**config.mk**
```make
export PLATFORM = sky130hd
export DESIGN_NAME = spmm_pe_scheduler_flat
export DESIGN_NICKNAME = d
export VERILOG_FILES = /design/src/rtl/spmm_pe_scheduler_if.sv /design/src/rtl/spmm_pe_scheduler.sv /design/src/flat_wrapper.sv
export SDC_FILE = /design/constraint.sdc
export NUM_CORES = 1
export LEC_CHECK = 0
export BUFFER_PORTS_ARGS = -buffer_cell sky130_fd_sc_hd__buf_2
export CORE_AREA = 5 5 141 143
export DETAILED_ROUTE_END_ITERATION = 7
export DIE_AREA = 0 0 146 148
export SYNTH_ARGS = -nofsm -noshare
export SYNTH_HDL_FRONTEND = slang
export SYNTH_SLANG_ARGS = --single-unit
```
**constraint.sdc**
```tcl
create_clock -name clk -period 3.4 [get_ports clk]
set_input_delay 0.34 -clock clk [delete_from_list [all_inputs] [get_ports clk]]
set_output_delay 0.34 -clock clk [all_outputs]
set_load 0.1 [all_outputs]
```
**src/rtl/spmm_pe_scheduler_if.sv**
```systemverilog
`default_nettype none
// spmm_pe_scheduler_if: row stream, PE broadcast/collect bus and result stream of the SPMM PE scheduler.
// slave = scheduler side, master = surrounding fetch logic / PE pool / consumer.
interface spmm_pe_scheduler_if #(
   parameter int DATA_WIDTH       = 8,
   parameter int DOT_PRODUCT_SIZE = 5,
   parameter int NUM_PE           = 4,
   parameter int ROW_IDX_WIDTH    = 8
);
   localparam int COL_IDX_WIDTH   = $clog2(DOT_PRODUCT_SIZE);
   localparam int NODE_INFO_WIDTH = COL_IDX_WIDTH + 1;

   logic                                  row_valid_i;
   logic                                  row_ready_o;
   logic [ROW_IDX_WIDTH-1:0]              row_idx_i;
   logic [DOT_PRODUCT_SIZE*COL_IDX_WIDTH-1:0] col_idx_i;
   logic [DOT_PRODUCT_SIZE*DATA_WIDTH-1:0]    value_i;
   logic [NODE_INFO_WIDTH-1:0]            node_info_i;
   logic [NUM_PE-1:0]                     pe_valid_o;
   logic [DOT_PRODUCT_SIZE*COL_IDX_WIDTH-1:0] pe_col_idx_o;
   logic [DOT_PRODUCT_SIZE*DATA_WIDTH-1:0]    pe_value_o;
   logic [NODE_INFO_WIDTH-1:0]            pe_node_info_o;
   logic [NUM_PE-1:0]                     pe_ready_i;
   logic [NUM_PE*DATA_WIDTH-1:0]          pe_result_i;
   logic                                  res_valid_o;
   logic                                  res_ready_i;
   logic [ROW_IDX_WIDTH-1:0]              res_row_idx_o;
   logic [DATA_WIDTH-1:0]                 res_data_o;
   logic                                  err_o;
   logic [31:0]                           perf_rows_o;
   logic [31:0]                           perf_stall_o;

   modport slave (
      input  row_valid_i, row_idx_i, col_idx_i, value_i, node_info_i,
      input  pe_ready_i, pe_result_i, res_ready_i,
      output row_ready_o, pe_valid_o, pe_col_idx_o, pe_value_o, pe_node_info_o,
      output res_valid_o, res_row_idx_o, res_data_o, err_o, perf_rows_o, perf_stall_o
   );

   modport master (
      output row_valid_i, row_idx_i, col_idx_i, value_i, node_info_i,
      output pe_ready_i, pe_result_i, res_ready_i,
      input  row_ready_o, pe_valid_o, pe_col_idx_o, pe_value_o, pe_node_info_o,
      input  res_valid_o, res_row_idx_o, res_data_o, err_o, perf_rows_o, perf_stall_o
   );
endinterface
`default_nettype wire

```
**src/rtl/spmm_pe_scheduler.sv**
```systemverilog
`default_nettype none
// spmm_pe_scheduler: issues CSR rows to the lowest idle PE and returns results in arrival order.
// Optional performance counters are built when SPMM_SCHED_PERF_EN is defined.
module spmm_pe_scheduler #(
   parameter int DATA_WIDTH       = 8,
   parameter int DOT_PRODUCT_SIZE = 5,
   parameter int NUM_PE           = 4,
   parameter int ROW_IDX_WIDTH    = 8
) (
   input  logic                clk,
   input  logic                rst_n,
   spmm_pe_scheduler_if.slave  bus
);
   localparam int COL_IDX_WIDTH   = $clog2(DOT_PRODUCT_SIZE);
   localparam int NODE_INFO_WIDTH = COL_IDX_WIDTH + 1;
   localparam int PW              = $clog2(NUM_PE);
   localparam int CW              = $clog2(NUM_PE + 1);

   typedef enum logic [1:0] {S_IDLE = 2'd0, S_BUSY = 2'd1, S_DONE = 2'd2} slot_e;

   slot_e                                   r_st    [NUM_PE];
   slot_e                                   w_st_nx [NUM_PE];
   logic [ROW_IDX_WIDTH-1:0]                r_tag   [NUM_PE];
   logic [DATA_WIDTH-1:0]                   r_res   [NUM_PE];
   logic [PW-1:0]                           r_fifo  [NUM_PE];
   logic [PW-1:0]                           r_wr_ptr, r_rd_ptr;
   logic [CW-1:0]                           r_cnt;
   logic                                    r_rdy_en;
   logic                                    r_err;
   logic [NUM_PE-1:0]                       r_pe_valid;
   logic [DOT_PRODUCT_SIZE*COL_IDX_WIDTH-1:0] r_pe_col;
   logic [DOT_PRODUCT_SIZE*DATA_WIDTH-1:0]    r_pe_val;
   logic [NODE_INFO_WIDTH-1:0]              r_pe_ni;

   logic                                    w_any_idle, w_acc, w_pop, w_head_done;
   logic [PW-1:0]                           w_tgt, w_head;
   logic [NUM_PE-1:0]                       w_spur;

   function automatic logic [PW-1:0] f_inc(input logic [PW-1:0] p);
      return (p == PW'(NUM_PE - 1)) ? '0 : p + PW'(1);
   endfunction

   always_comb begin
      w_any_idle = 1'b0;
      w_tgt      = '0;
      for (int k = NUM_PE - 1; k >= 0; k--) begin
         if (r_st[k] == S_IDLE) begin
            w_any_idle = 1'b1;
            w_tgt      = PW'(k);
         end
      end
   end

   assign w_head      = r_fifo[r_rd_ptr];
   assign w_head_done = (r_cnt != '0) && (r_st[w_head] == S_DONE);
   assign w_acc       = bus.row_valid_i && bus.row_ready_o;
   assign w_pop       = w_head_done && bus.res_ready_i;

   // An accept only hits an IDLE slot and a pop only a DONE one, so the branches never collide.
   always_comb begin
      for (int k = 0; k < NUM_PE; k++) begin
         w_st_nx[k] = r_st[k];
         w_spur[k]  = bus.pe_ready_i[k] && (r_st[k] != S_BUSY);
         if (w_acc && (w_tgt == PW'(k)))
            w_st_nx[k] = S_BUSY;
         else if (bus.pe_ready_i[k] && (r_st[k] == S_BUSY))
            w_st_nx[k] = S_DONE;
         else if (w_pop && (w_head == PW'(k)))
            w_st_nx[k] = S_IDLE;
      end
   end

   always_ff @(posedge clk or negedge rst_n) begin
      if (!rst_n) begin
         for (int k = 0; k < NUM_PE; k++) r_st[k] <= S_IDLE;
      end else begin
         for (int k = 0; k < NUM_PE; k++) r_st[k] <= w_st_nx[k];
      end
   end

   always_ff @(posedge clk or negedge rst_n) begin
      if (!rst_n) begin
         for (int k = 0; k < NUM_PE; k++) begin
            r_tag[k] <= '0;
            r_res[k] <= '0;
         end
      end else begin
         for (int k = 0; k < NUM_PE; k++) begin
            if (w_acc && (w_tgt == PW'(k)))
               r_tag[k] <= bus.row_idx_i;
            if (bus.pe_ready_i[k] && (r_st[k] == S_BUSY))
               r_res[k] <= bus.pe_result_i[DATA_WIDTH*k +: DATA_WIDTH];
         end
      end
   end

   always_ff @(posedge clk or negedge rst_n) begin
      if (!rst_n) begin
         for (int k = 0; k < NUM_PE; k++) r_fifo[k] <= '0;
         r_wr_ptr   <= '0;
         r_rd_ptr   <= '0;
         r_cnt      <= '0;
         r_rdy_en   <= 1'b0;
         r_err      <= 1'b0;
         r_pe_valid <= '0;
         r_pe_col   <= '0;
         r_pe_val   <= '0;
         r_pe_ni    <= '0;
      end else begin
         r_rdy_en   <= 1'b1;
         r_err      <= r_err | (|w_spur);
         r_pe_valid <= '0;
         if (w_acc) begin
            r_fifo[r_wr_ptr]  <= w_tgt;
            r_wr_ptr          <= f_inc(r_wr_ptr);
            r_pe_valid[w_tgt] <= 1'b1;
            r_pe_col          <= bus.col_idx_i;
            r_pe_val          <= bus.value_i;
            r_pe_ni           <= bus.node_info_i;
         end
         if (w_pop) r_rd_ptr <= f_inc(r_rd_ptr);
         if (w_acc && !w_pop)      r_cnt <= r_cnt + CW'(1);
         else if (!w_acc && w_pop) r_cnt <= r_cnt - CW'(1);
      end
   end

   // r_rdy_en keeps the input stalled until the first edge after reset release.
   assign bus.row_ready_o    = r_rdy_en && w_any_idle;
   assign bus.pe_valid_o     = r_pe_valid;
   assign bus.pe_col_idx_o   = r_pe_col;
   assign bus.pe_value_o     = r_pe_val;
   assign bus.pe_node_info_o = r_pe_ni;
   assign bus.res_valid_o    = w_head_done;
   assign bus.res_row_idx_o  = w_head_done ? r_tag[w_head] : '0;
   assign bus.res_data_o     = w_head_done ? r_res[w_head] : '0;
   assign bus.err_o          = r_err;

`ifdef SPMM_SCHED_PERF_EN
   logic [31:0] r_perf_rows, r_perf_stall;

   always_ff @(posedge clk or negedge rst_n) begin
      if (!rst_n) begin
         r_perf_rows  <= '0;
         r_perf_stall <= '0;
      end else begin
         if (w_acc) r_perf_rows <= r_perf_rows + 32'd1;
         if (bus.row_valid_i && !bus.row_ready_o) r_perf_stall <= r_perf_stall + 32'd1;
      end
   end

   assign bus.perf_rows_o  = r_perf_rows;
   assign bus.perf_stall_o = r_perf_stall;
`else
   assign bus.perf_rows_o  = '0;
   assign bus.perf_stall_o = '0;
`endif
endmodule
`default_nettype wire

```
**src/flat_wrapper.sv**
```systemverilog
// flat-port wrapper written by rule: the top's interface ports become plain ports
module spmm_pe_scheduler_flat 
#(
   parameter int DATA_WIDTH       = 8,
   parameter int DOT_PRODUCT_SIZE = 5,
   parameter int NUM_PE           = 4,
   parameter int ROW_IDX_WIDTH    = 8
)
  (clk, rst_n, bus_row_valid_i, bus_row_idx_i, bus_col_idx_i, bus_value_i, bus_node_info_i, bus_pe_ready_i, bus_pe_result_i, bus_res_ready_i, bus_row_ready_o, bus_pe_valid_o, bus_pe_col_idx_o, bus_pe_value_o, bus_pe_node_info_o, bus_res_valid_o, bus_res_row_idx_o, bus_res_data_o, bus_err_o, bus_perf_rows_o, bus_perf_stall_o);
  spmm_pe_scheduler_if #(.DATA_WIDTH(DATA_WIDTH), .DOT_PRODUCT_SIZE(DOT_PRODUCT_SIZE), .NUM_PE(NUM_PE), .ROW_IDX_WIDTH(ROW_IDX_WIDTH)) bus_i ();
  input  logic clk;
  input  logic rst_n;
  input wire logic [$bits(bus_i.row_valid_i)-1:0] bus_row_valid_i;
  input wire logic [$bits(bus_i.row_idx_i)-1:0] bus_row_idx_i;
  input wire logic [$bits(bus_i.col_idx_i)-1:0] bus_col_idx_i;
  input wire logic [$bits(bus_i.value_i)-1:0] bus_value_i;
  input wire logic [$bits(bus_i.node_info_i)-1:0] bus_node_info_i;
  input wire logic [$bits(bus_i.pe_ready_i)-1:0] bus_pe_ready_i;
  input wire logic [$bits(bus_i.pe_result_i)-1:0] bus_pe_result_i;
  input wire logic [$bits(bus_i.res_ready_i)-1:0] bus_res_ready_i;
  output wire logic [$bits(bus_i.row_ready_o)-1:0] bus_row_ready_o;
  output wire logic [$bits(bus_i.pe_valid_o)-1:0] bus_pe_valid_o;
  output wire logic [$bits(bus_i.pe_col_idx_o)-1:0] bus_pe_col_idx_o;
  output wire logic [$bits(bus_i.pe_value_o)-1:0] bus_pe_value_o;
  output wire logic [$bits(bus_i.pe_node_info_o)-1:0] bus_pe_node_info_o;
  output wire logic [$bits(bus_i.res_valid_o)-1:0] bus_res_valid_o;
  output wire logic [$bits(bus_i.res_row_idx_o)-1:0] bus_res_row_idx_o;
  output wire logic [$bits(bus_i.res_data_o)-1:0] bus_res_data_o;
  output wire logic [$bits(bus_i.err_o)-1:0] bus_err_o;
  output wire logic [$bits(bus_i.perf_rows_o)-1:0] bus_perf_rows_o;
  output wire logic [$bits(bus_i.perf_stall_o)-1:0] bus_perf_stall_o;
  assign bus_i.row_valid_i = bus_row_valid_i;
  assign bus_i.row_idx_i = bus_row_idx_i;
  assign bus_i.col_idx_i = bus_col_idx_i;
  assign bus_i.value_i = bus_value_i;
  assign bus_i.node_info_i = bus_node_info_i;
  assign bus_i.pe_ready_i = bus_pe_ready_i;
  assign bus_i.pe_result_i = bus_pe_result_i;
  assign bus_i.res_ready_i = bus_res_ready_i;
  assign bus_row_ready_o = bus_i.row_ready_o;
  assign bus_pe_valid_o = bus_i.pe_valid_o;
  assign bus_pe_col_idx_o = bus_i.pe_col_idx_o;
  assign bus_pe_value_o = bus_i.pe_value_o;
  assign bus_pe_node_info_o = bus_i.pe_node_info_o;
  assign bus_res_valid_o = bus_i.res_valid_o;
  assign bus_res_row_idx_o = bus_i.res_row_idx_o;
  assign bus_res_data_o = bus_i.res_data_o;
  assign bus_err_o = bus_i.err_o;
  assign bus_perf_rows_o = bus_i.perf_rows_o;
  assign bus_perf_stall_o = bus_i.perf_stall_o;
  spmm_pe_scheduler #(.DATA_WIDTH(DATA_WIDTH), .DOT_PRODUCT_SIZE(DOT_PRODUCT_SIZE), .NUM_PE(NUM_PE), .ROW_IDX_WIDTH(ROW_IDX_WIDTH)) u_core (.clk(clk), .rst_n(rst_n), .bus(bus_i));
endmodule
```
# After elaboration in Yosys (flattened, before gate mapping)
# Index checks and enable logic that the tools add are counted.
[totals]
rom_bits = 0
latchBits = 0
input_bits = 107
out_inout_bits = 146
regBits = 152
ramBits = 0
wordCells = 139
mem_count = 0
[op_classes]
n_shift = 0
div = 0
bitwise = 4
add_sub_neg = 4
multipliers = 0
n_lt_le_gt_ge = 6
muxes = 44
n_reduce_logical = 39
n_eq_ne = 17
[ops]
columns = ["operator", "count"]
rows = [
  ["$mux 8", 6],
  ["$mux 2", 23],
  ["$bmux 8 s2", 2],
  ["$logic_and 1x1->1", 24],
  ["$reduce_bool 3->1", 5],
  ["$eq 2x2->1 const B", 7],
  ["$eq 2x1->1 const B", 6],
  ["$logic_not 2->1", 6],
  ["$ge 3x3->1 const B", 3],
  ["$not 2->3", 3],
  ["$bmux 2 s2", 2],
  ["$bwmux 8", 1],
  ["$ne 2x1->1 const B", 4],
  ["$mux 3", 2],
  ["$mux 1", 5],
  ["$add 2x1->2 const B", 2],
  ["$demux 2 s2", 1],
  ["$mux 4", 1],
  ["$reduce_or 4->1", 1],
  ["$add 3x1->3 const B", 1],
  ["$lt 2x3->1 const B", 1],
  ["$lt 3x1->1 const B", 1],
  ["$sub 3x1->3 const B", 1],
  ["$demux 1 s2", 1],
  ["other kinds (4)", 5],
]

# Longest topological paths before layout
# Gate-level depths: netlist (run 1).
[depth]
word_depth = 15
depth_mapped = 13
mapped_depth_nobuf = 10

# Least setup slack after synthesis (run 1)
# Ideal clock, no wire load.
[synth_timing]
path_kind = "register -> register"
from = "register u_core.r_st[6] (netlist name)"
to = "register u_core.r_cnt[2]"
path_buffers = 3
period_less_slack_ns = 3.538
setup_slack_ns = -0.138
t_arrival_ns = 3.459
setup_time_ns = 0.079
t_required_ns = 3.321
stages_incl_launch_ff = 14
path_cell_list = "dfrtp_1 -> buf_2 -> o22ai_1 -> o21a_1 -> nand2_1 -> inv_1 -> buf_2 -> buf_1 -> ha_1 -> inv_1 -> fa_1 -> xor2_1 -> nor2_1 -> xor2_1"
[synth_via]
elab_cells_between_ends = 16
cone_classes = "eq/ne: 1; mux: 5; reduce/logical: 10"
[synth_lines]
columns = ["item", "line", "rtl"]
rows = [
  ["start: declaration", "spmm_pe_scheduler.sv:21", "slot_e r_st [NUM_PE];"],
  ["$logic_not 2->1 *", "spmm_pe_scheduler.sv:47", "if (r_st[k] == S_IDLE) begin"],
  ["$mux 1 *", "spmm_pe_scheduler.sv:47", ""],
  ["$logic_and 1x1->1 *", "spmm_pe_scheduler.sv:128", "assign bus.row_ready_o = r_rdy_en && w_any_idle;"],
  ["via bus_row_ready_o", "flat_wrapper.sv:21", "output wire logic [$bits(bus_i.row_ready_o)-1:0] bus_row_ready_o;"],
  ["$logic_and 1x1->1 *", "spmm_pe_scheduler.sv:56", "assign w_acc = bus.row_valid_i && bus.row_ready_o;"],
  ["via u_core.w_acc", "spmm_pe_scheduler.sv:35", "logic w_any_idle, w_acc, w_pop, w_head_done;"],
  ["$logic_not 1->1", "spmm_pe_scheduler.sv:123", "else if (!w_acc && w_pop) r_cnt <= r_cnt - CW'(1);"],
  ["$logic_and 1x1->1", "spmm_pe_scheduler.sv:123", ""],
  ["$reduce_bool 2->1 (no source line)", "n/a", ""],
  ["end signal: assignment", "spmm_pe_scheduler.sv:122", "if (w_acc && !w_pop) r_cnt <= r_cnt + CW'(1);"],
  ["end signal: assignment", "spmm_pe_scheduler.sv:123", ""],
  ["end: declaration", "spmm_pe_scheduler.sv:27", "logic [CW-1:0] r_cnt;"],
]
# Mark *: on every way through the listed nets, which the timed path passes. The rest lies on a longest branch. The select of a mux whose other input is x is not followed.
# A chain may end at the register's enable or synchronous reset.

# Worst setup path after layout (run 1)
[layout_timing]
from = "register u_core.r_rd_ptr[0]"
to = "output bus_res_data_o[4]"
[layout_via]
elab_chain_cells = 11
elab_cells_between_ends = 14
cone_classes = "eq/ne: 1; mux: 10; bitwise: 2; reduce/logical: 1"
[layout_lines]
columns = ["item", "line", "rtl"]
rows = [
  ["start: declaration", "spmm_pe_scheduler.sv:26", "logic [PW-1:0] r_wr_ptr, r_rd_ptr;"],
  ["start signal: assignment", "spmm_pe_scheduler.sv:121", "if (w_pop) r_rd_ptr <= f_inc(r_rd_ptr);"],
  ["$not 2->3 (not written as such) *", "spmm_pe_scheduler.sv:54", "assign w_head = r_fifo[r_rd_ptr];"],
  ["$bmux 2 s2 *", "spmm_pe_scheduler.sv:54", ""],
  ["$mux 2 (not written as such) * (2 in a row)", "spmm_pe_scheduler.sv:54", ""],
  ["$not 2->3 (not written as such) *", "spmm_pe_scheduler.sv:55, spmm_pe_scheduler.sv:135", ""],
  ["$bmux 2 s2", "spmm_pe_scheduler.sv:55", "assign w_head_done = (r_cnt != '0) && (r_st[w_head] == S_DONE);"],
  ["$mux 2 (not written as such) (2 in a row)", "spmm_pe_scheduler.sv:55", ""],
  ["$eq 2x2->1", "spmm_pe_scheduler.sv:55", ""],
  ["$logic_and 1x1->1", "spmm_pe_scheduler.sv:55", ""],
  ["$mux 8 *", "spmm_pe_scheduler.sv:135", "assign bus.res_data_o = w_head_done ? r_res[w_head] : '0;"],
  ["end: declaration", "flat_wrapper.sv:28", "output wire logic [$bits(bus_i.res_data_o)-1:0] bus_res_data_o;"],
]
# Mark *: on every way between the ends. The rest lies on a longest branch, timed or not. The select of a mux whose other input is x is not followed.

==> reports/results.tsv, run 1 <==
metric	value	unit
status	complete, no violations	
yosysUniqueCellTypes	40	
cts.sinks	152	
r2r_slack	0.40	ns
drt-vias-per-instance	4.53	
drc	0	
cts_tree	built	
cts_buffer_depth	2	
synth-main-ff-cell	dfrtp_1	
path_class	reg2out	
final_cell_mix	190 x nand2_1, 170 x buf_2, 152 x dfrtp_1	
rsz0062_at_grt	false	
syn_avg_cell_area	11.4	sq um
wire_per_inst	15.0	um
min_to	u_core.bus.pe_value_o[18]	
hold_path_class	in2reg	
clock-root-buffer	clkbuf_16	
die_area	21600	sq um
wl	15800	um
tightest_slew	0.675	ns
fin_setup_tns	0	ns
fin_nets	921	
async_flop_share	100	%
die_x	146	um
reg2regPathDepth	9	
path_cells	mux4_2, and3_4, a211oi_4, buf_4, and3_1, buf_12	
gp_congestion	0.773	
dr.pass1.iters	6	
start_kind	flip-flop	
skew	0.00811	ns
crit_path_end_kind	primary output	
setup_viol	0	
grt_usage	14.8	%
r2r-start	u_core.r_rd_ptr[0]	
synth_area	7010	sq um
overflow	0	
ant_nets	0	
synth-edff-count	0	
antenna_found_initial	0	
netlist_instances	616	
yosysSeqAreaShare	54.3	%
crit_required	3.06	ns
final_common_cell	nand2_1	
synth-seq-cells	152	
io_buffers	188	
cpPeakStageDelay	0.73	ns
cts-htree-levels	4	
io_pins	253	
num_antenna_cells	0	
timing.fmax	316	MHz
numCtsBuffers	17	
drt_iter0_markers	183	
grt_max_degree	67	
row_count	50	
whs	0.105	ns
start_util	38.0	%
final_max_slew_viol_count	0	
timing.slew.headroom	55.0	%
crit_fanout	20	
min_period	3.16	ns
worst-path-buf-inv	2	
core	18500	sq um
cap_violations	0	
clkTransAtPathRegs	0.07	ns
hold_viol	0	
yosys_warnings	0	
worstHoldPathCells	3	
path_delay_family	multiplexers	
via_count	4776	
nFillCells	1681	
r2r_end	u_core.r_cnt[2]	
arrival	2.82	ns
syn_to_final_growth	26.6	%
die_h	148	um
min-delay-start	bus_value_i[18]	
placed_cell_area	8220	sq um
grt_pass1_vias	4917	
grt_pass1_wl	25600	um
insertion_delay	0.41	ns
fin_crit_sh	92.9	%
fin_area	8880	sq um
slowest_stage	mux4_2	
dp_hpwl	11200	um
drive_above_1_share	39.9	%
## layer usage
| metal | vias to the layer above | track usage, % | routed length, um |
|---|---|---|---|
| met5 | - | 0 | 0 |
| met4 | 0 | 3.43 | 158 |
| met3 | 14 | 5.82 | 1160 |
| met2 | 159 | 24.4 | 7830 |
| met1 | 2300 | 18.4 | 6680 |
| li1 | 2303 | - | - |
## repair_timing
item                                    4_1_cts  5_1_grt
gates resized for setup                       0        0
hold endpoints to repair                     62        0
hold buffers                                  1        0
endpoints found under the setup margin        0        0
setup buffers                                 0        0
## worst max-delay path by stage
stage               cells after the start          startpoint                end  slack, ns
floorplan                              13      u_core.r_st[6]    u_core.r_cnt[2]       0.23
global placement                        9  u_core.r_rd_ptr[0]    u_core.r_cnt[2]       0.48
detailed placement                      9  u_core.r_rd_ptr[0]    u_core.r_cnt[2]       0.42
CTS                                     6  u_core.r_rd_ptr[0]  bus_res_data_o[4]       0.21
global route                            6  u_core.r_rd_ptr[0]  bus_res_data_o[4]       0.06
finish                                  6  u_core.r_rd_ptr[0]  bus_res_data_o[4]       0.24
## state kept, by name (all words and copies together) (netlist names)
register                   count
u_core.bus.pe_value_o         40
u_core.r_res                  32
u_core.r_tag                  32
u_core.bus.pe_col_idx_o       15
u_core.r_fifo                  8
u_core.r_st                    8
u_core.bus.pe_node_info_o      4
u_core.bus.pe_valid_o          4
u_core.r_cnt                   3
u_core.r_rd_ptr                2
u_core.r_wr_ptr                2
u_core.bus.err_o               1
u_core.r_rdy_en                1
## synth_stat cells, drive strengths merged, types with 3 or more instances
cell type	count	area share [%]
nand3	4	0.36
nor2	4	0.21
ha	6	1.1
a21oi	5	0.36
mux2	75	12
dfrtp	152	54
inv	14	0.75
or3	3	0.27
nor2b	7	0.62
buf	76	7.9
o21ai	7	0.50
clkbuf	13	0.70
nand2	191	10
mux4	20	6.5
and3	18	1.7
## layout make-up
cell class              count  area [sq um]  share of cell area, %
clock buffers              19           453                   5.10
clock inverters            13           191                   2.16
inverters                  14          52.6                  0.592
multi-input cells         424          2790                   31.4
flip-flops and latches    152          3800                   42.8
well taps                 234           293                   3.30
repair buffers            198          1290                   14.6
## through the flow
stage | setup WS, ns | util [%] | std cells
2_1_floorplan | 0.227 | - | 679
3_3_place_gp | 0.477 | 44.6 | 1021
3_5_place_dp | 0.418 | 44.6 | 1021
4_1_cts | 0.215 | 48.1 | 1054
5_1_grt | 0.0637 | 48.1 | 1054
6_report | 0.240 | 48.1 | 1054
## kinds of logic (layout without fill, tap and decap cells)
family | count (synthesis) | after routing | synth area share [%]
mux | 95 | 95 | 18.6
xor+xnor | 3 | 3 | 0.375
compound gates | 19 | 19 | 1.73
fa+ha+maj | 7 | 7 | 1.36
simple gates | 235 | 235 | 14.2
buf+inv | 103 | 244 | 9.35
flops | 152 | 152 | 54.3
other cells | 2 | 65 | 0.107
## worst reg2reg max path, delay by kind of cell, from the launching register on
| kind | cells | cell delay (ns) |
|---|---|---|
| xor+xnor | 2 | 0.32 |
| simple gates | 2 | 0.23 |
| mux | 2 | 1.25 |
| buf+inv | 1 | 0.06 |
| flops | 1 | 0.48 |
| fa+ha+maj | 2 | 0.57 |
Power of run 1 is not shown: default switching activity piles up to over one toggle a cycle in this logic, so the estimate is an artifact.
==> inputs of run 2 (changes only) <==
- CORE_AREA: 5 5 141 143 -> 5 5 125 127
- DIE_AREA: 0 0 146 148 -> 0 0 130 132
- PLACE_DENSITY: default -> 0.79
==> reports/results.tsv, run 2 (synthesis gave the netlist of run 1 again) <==
metric	value	unit	change
grt_pass1_vias	5086		+3.4%
cts_tree	built		
start_util	49.0	%	+11 points
crit_required	3.06	ns	about the same
grt_usage	18.3	%	+3.5 points
row_count	44		-12%
start_kind	flip-flop		
syn_to_final_growth	25.6	%	
crit_fanout	14		-30%
path_delay_family	multiplexers		
status	complete, no violations		
cts.sinks	152		unchanged
skew	0.0115	ns	+0.00342 ns
die_area	17200	sq um	-21%
numCtsBuffers	17		unchanged
grt_max_degree	70		+4.5%
fin_area	8800	sq um	-0.82%
die_h	132	um	-11%
gp_congestion	0.813		+5.2%
multiInputGateArea	2790	sq um	unchanged
wl	15300	um	-3.1%
seq_area	3800	sq um	unchanged
drt_iter0_markers	218		+19%
whs	0.111	ns	+0.00651 ns
antenna_found_initial	1		+1
via_count	4823		+0.98%
min_period	3.07	ns	-0.0914 ns
drt-vias-per-instance	4.80		+6.0%
timing.fmax	326	MHz	+3.0%
wire_per_inst	15.3	um	+1.7%
fin_crit_sh	90.3	%	-2.7 points
grt_pass1_wl	24900	um	-3.0%
setup_viol	0		unchanged
clkTransAtPathRegs	0.07	ns	about the same
overflow	0		unchanged
cpPeakStageDelay	0.58	ns	-0.15 ns
dr.pass1.iters	5		-1
path_class	reg2out		
io_pins	253		unchanged
r2r_end	u_core.r_cnt[2]		
hold_path_class	in2reg		
largest_reg_flops	40		unchanged
cts-htree-levels	4		unchanged
final_max_slew_viol_count	0		unchanged
io_buffers	188		unchanged
cts_buffer_depth	2		unchanged
min_to	u_core.bus.pe_col_idx_o[7]		
cap_violations	0		unchanged
tightest_slew	0.631	ns	-0.0444 ns
die_x	130	um	-11%
nFillCells	1152		-31%
insertion_delay	0.41	ns	about the same
fin_setup_tns	0	ns	unchanged
final_common_cell	nand2_1		
final_cell_mix	190 x nand2_1, 170 x buf_2, 152 x dfrtp_1		
dp_hpwl	11100	um	-0.85%
crit_path_end_kind	primary output		
ant_nets	0		unchanged
rsz0062_at_grt	false		
fin_nets	921		unchanged
cts_setup_buffers	0		unchanged
hold_viol	0		unchanged
r2r_slack	0.54	ns	+0.14 ns
worstHoldPathCells	3		unchanged
reg2regPathDepth	9		unchanged
path_cells	mux4_2, buf_4, mux4_1, and3_1, buf_12		
slowest_stage	mux4_1		
r2r-start	u_core.r_rd_ptr[0]		
timing.slew.headroom	58.0	%	+3.0 points
ctsResizeCount	0		unchanged
placed_cell_area	8160	sq um	-0.76%
min-delay-start	bus_col_idx_i[7]		
worst-path-buf-inv	2		unchanged
drive_above_1_share	39.8	%	-0.073 points
drc	0		unchanged
core	14300	sq um	-22%
arrival	2.73	ns	-0.09 ns
clock-root-buffer	clkbuf_16		
## run 2: changes by cell type in the layout (fill, tap and decap cells not counted)
cell and delta:
clkbuf_8 -1, clkinv_2 -1, clkinv_4 +1, diode_2 +1, inv_6 +1, inv_8 -1
## run 2: what timing repair did
item,4_1_cts,5_1_grt
hold buffers,1,0
hold endpoints to repair,67,0
setup endpoints to repair,0,0
## run 2: final cells by class
class                           count  area share [%]
Antenna cell                        1          0.0284
Timing Repair Buffer              198            14.7
Clock buffer                       18            4.99
Multi-Input combinational cell    424            31.7
Clock inverter                     13            2.19
Sequential cell                   152            43.2
Inverter                           14           0.597
Tap cell                          184            2.61
## run 2: worst reg2reg max path, delay by kind of cell, from the launching register on
| kind | cells | cell delay, ns |
|---|---|---|
| muxes | 2 | 1.17 |
| adders and majority gates | 2 | 0.55 |
| DFF | 1 | 0.47 |
| xor gates and xnor gates | 2 | 0.29 |
| and+or+nand+nor | 2 | 0.23 |
| buffers and inverters | 1 | 0.06 |
## run 2: metal layers
layer	vias to the layer above	global-route usage, %	wire, um	part of all wire (%)
met5	-	0	0	0
met3	17	6.32	1490	9.7
met2	205	29.3	7580	49
li1	2285	-	-	-
met1	2316	23.3	6050	39
met4	0	5.83	212	1.4
## run 2: worst max path at each step
| stage | from | endpoint | cells past startpoint |
|---|---|---|---|
| final | u_core.r_rd_ptr[0] | bus_res_data_o[2] | 5 |
| after global routing | u_core.r_rd_ptr[0] | bus_res_row_idx_o[7] | 6 |
| after CTS | u_core.r_rd_ptr[0] | bus_res_data_o[2] | 5 |
| after detailed placement | u_core.r_rd_ptr[0] | u_core.r_cnt[2] | 9 |
| after global placement | u_core.r_rd_ptr[0] | u_core.r_cnt[2] | 9 |
| after floorplan | u_core.r_st[6] | u_core.r_cnt[2] | 13 |
## run 2: through the flow
step | utilization, % | setup slack [ns] | std cells
3_3_place_gp | 57.0 | 0.585 | 971
4_1_cts | 61.5 | 0.279 | 1003
6_report | 61.5 | 0.331 | 1004
5_1_grt | 61.5 | 0.193 | 1004
2_1_floorplan | - | 0.227 | 679
3_5_place_dp | 57.0 | 0.541 | 971
Power of run 2 is left out for the same reason.
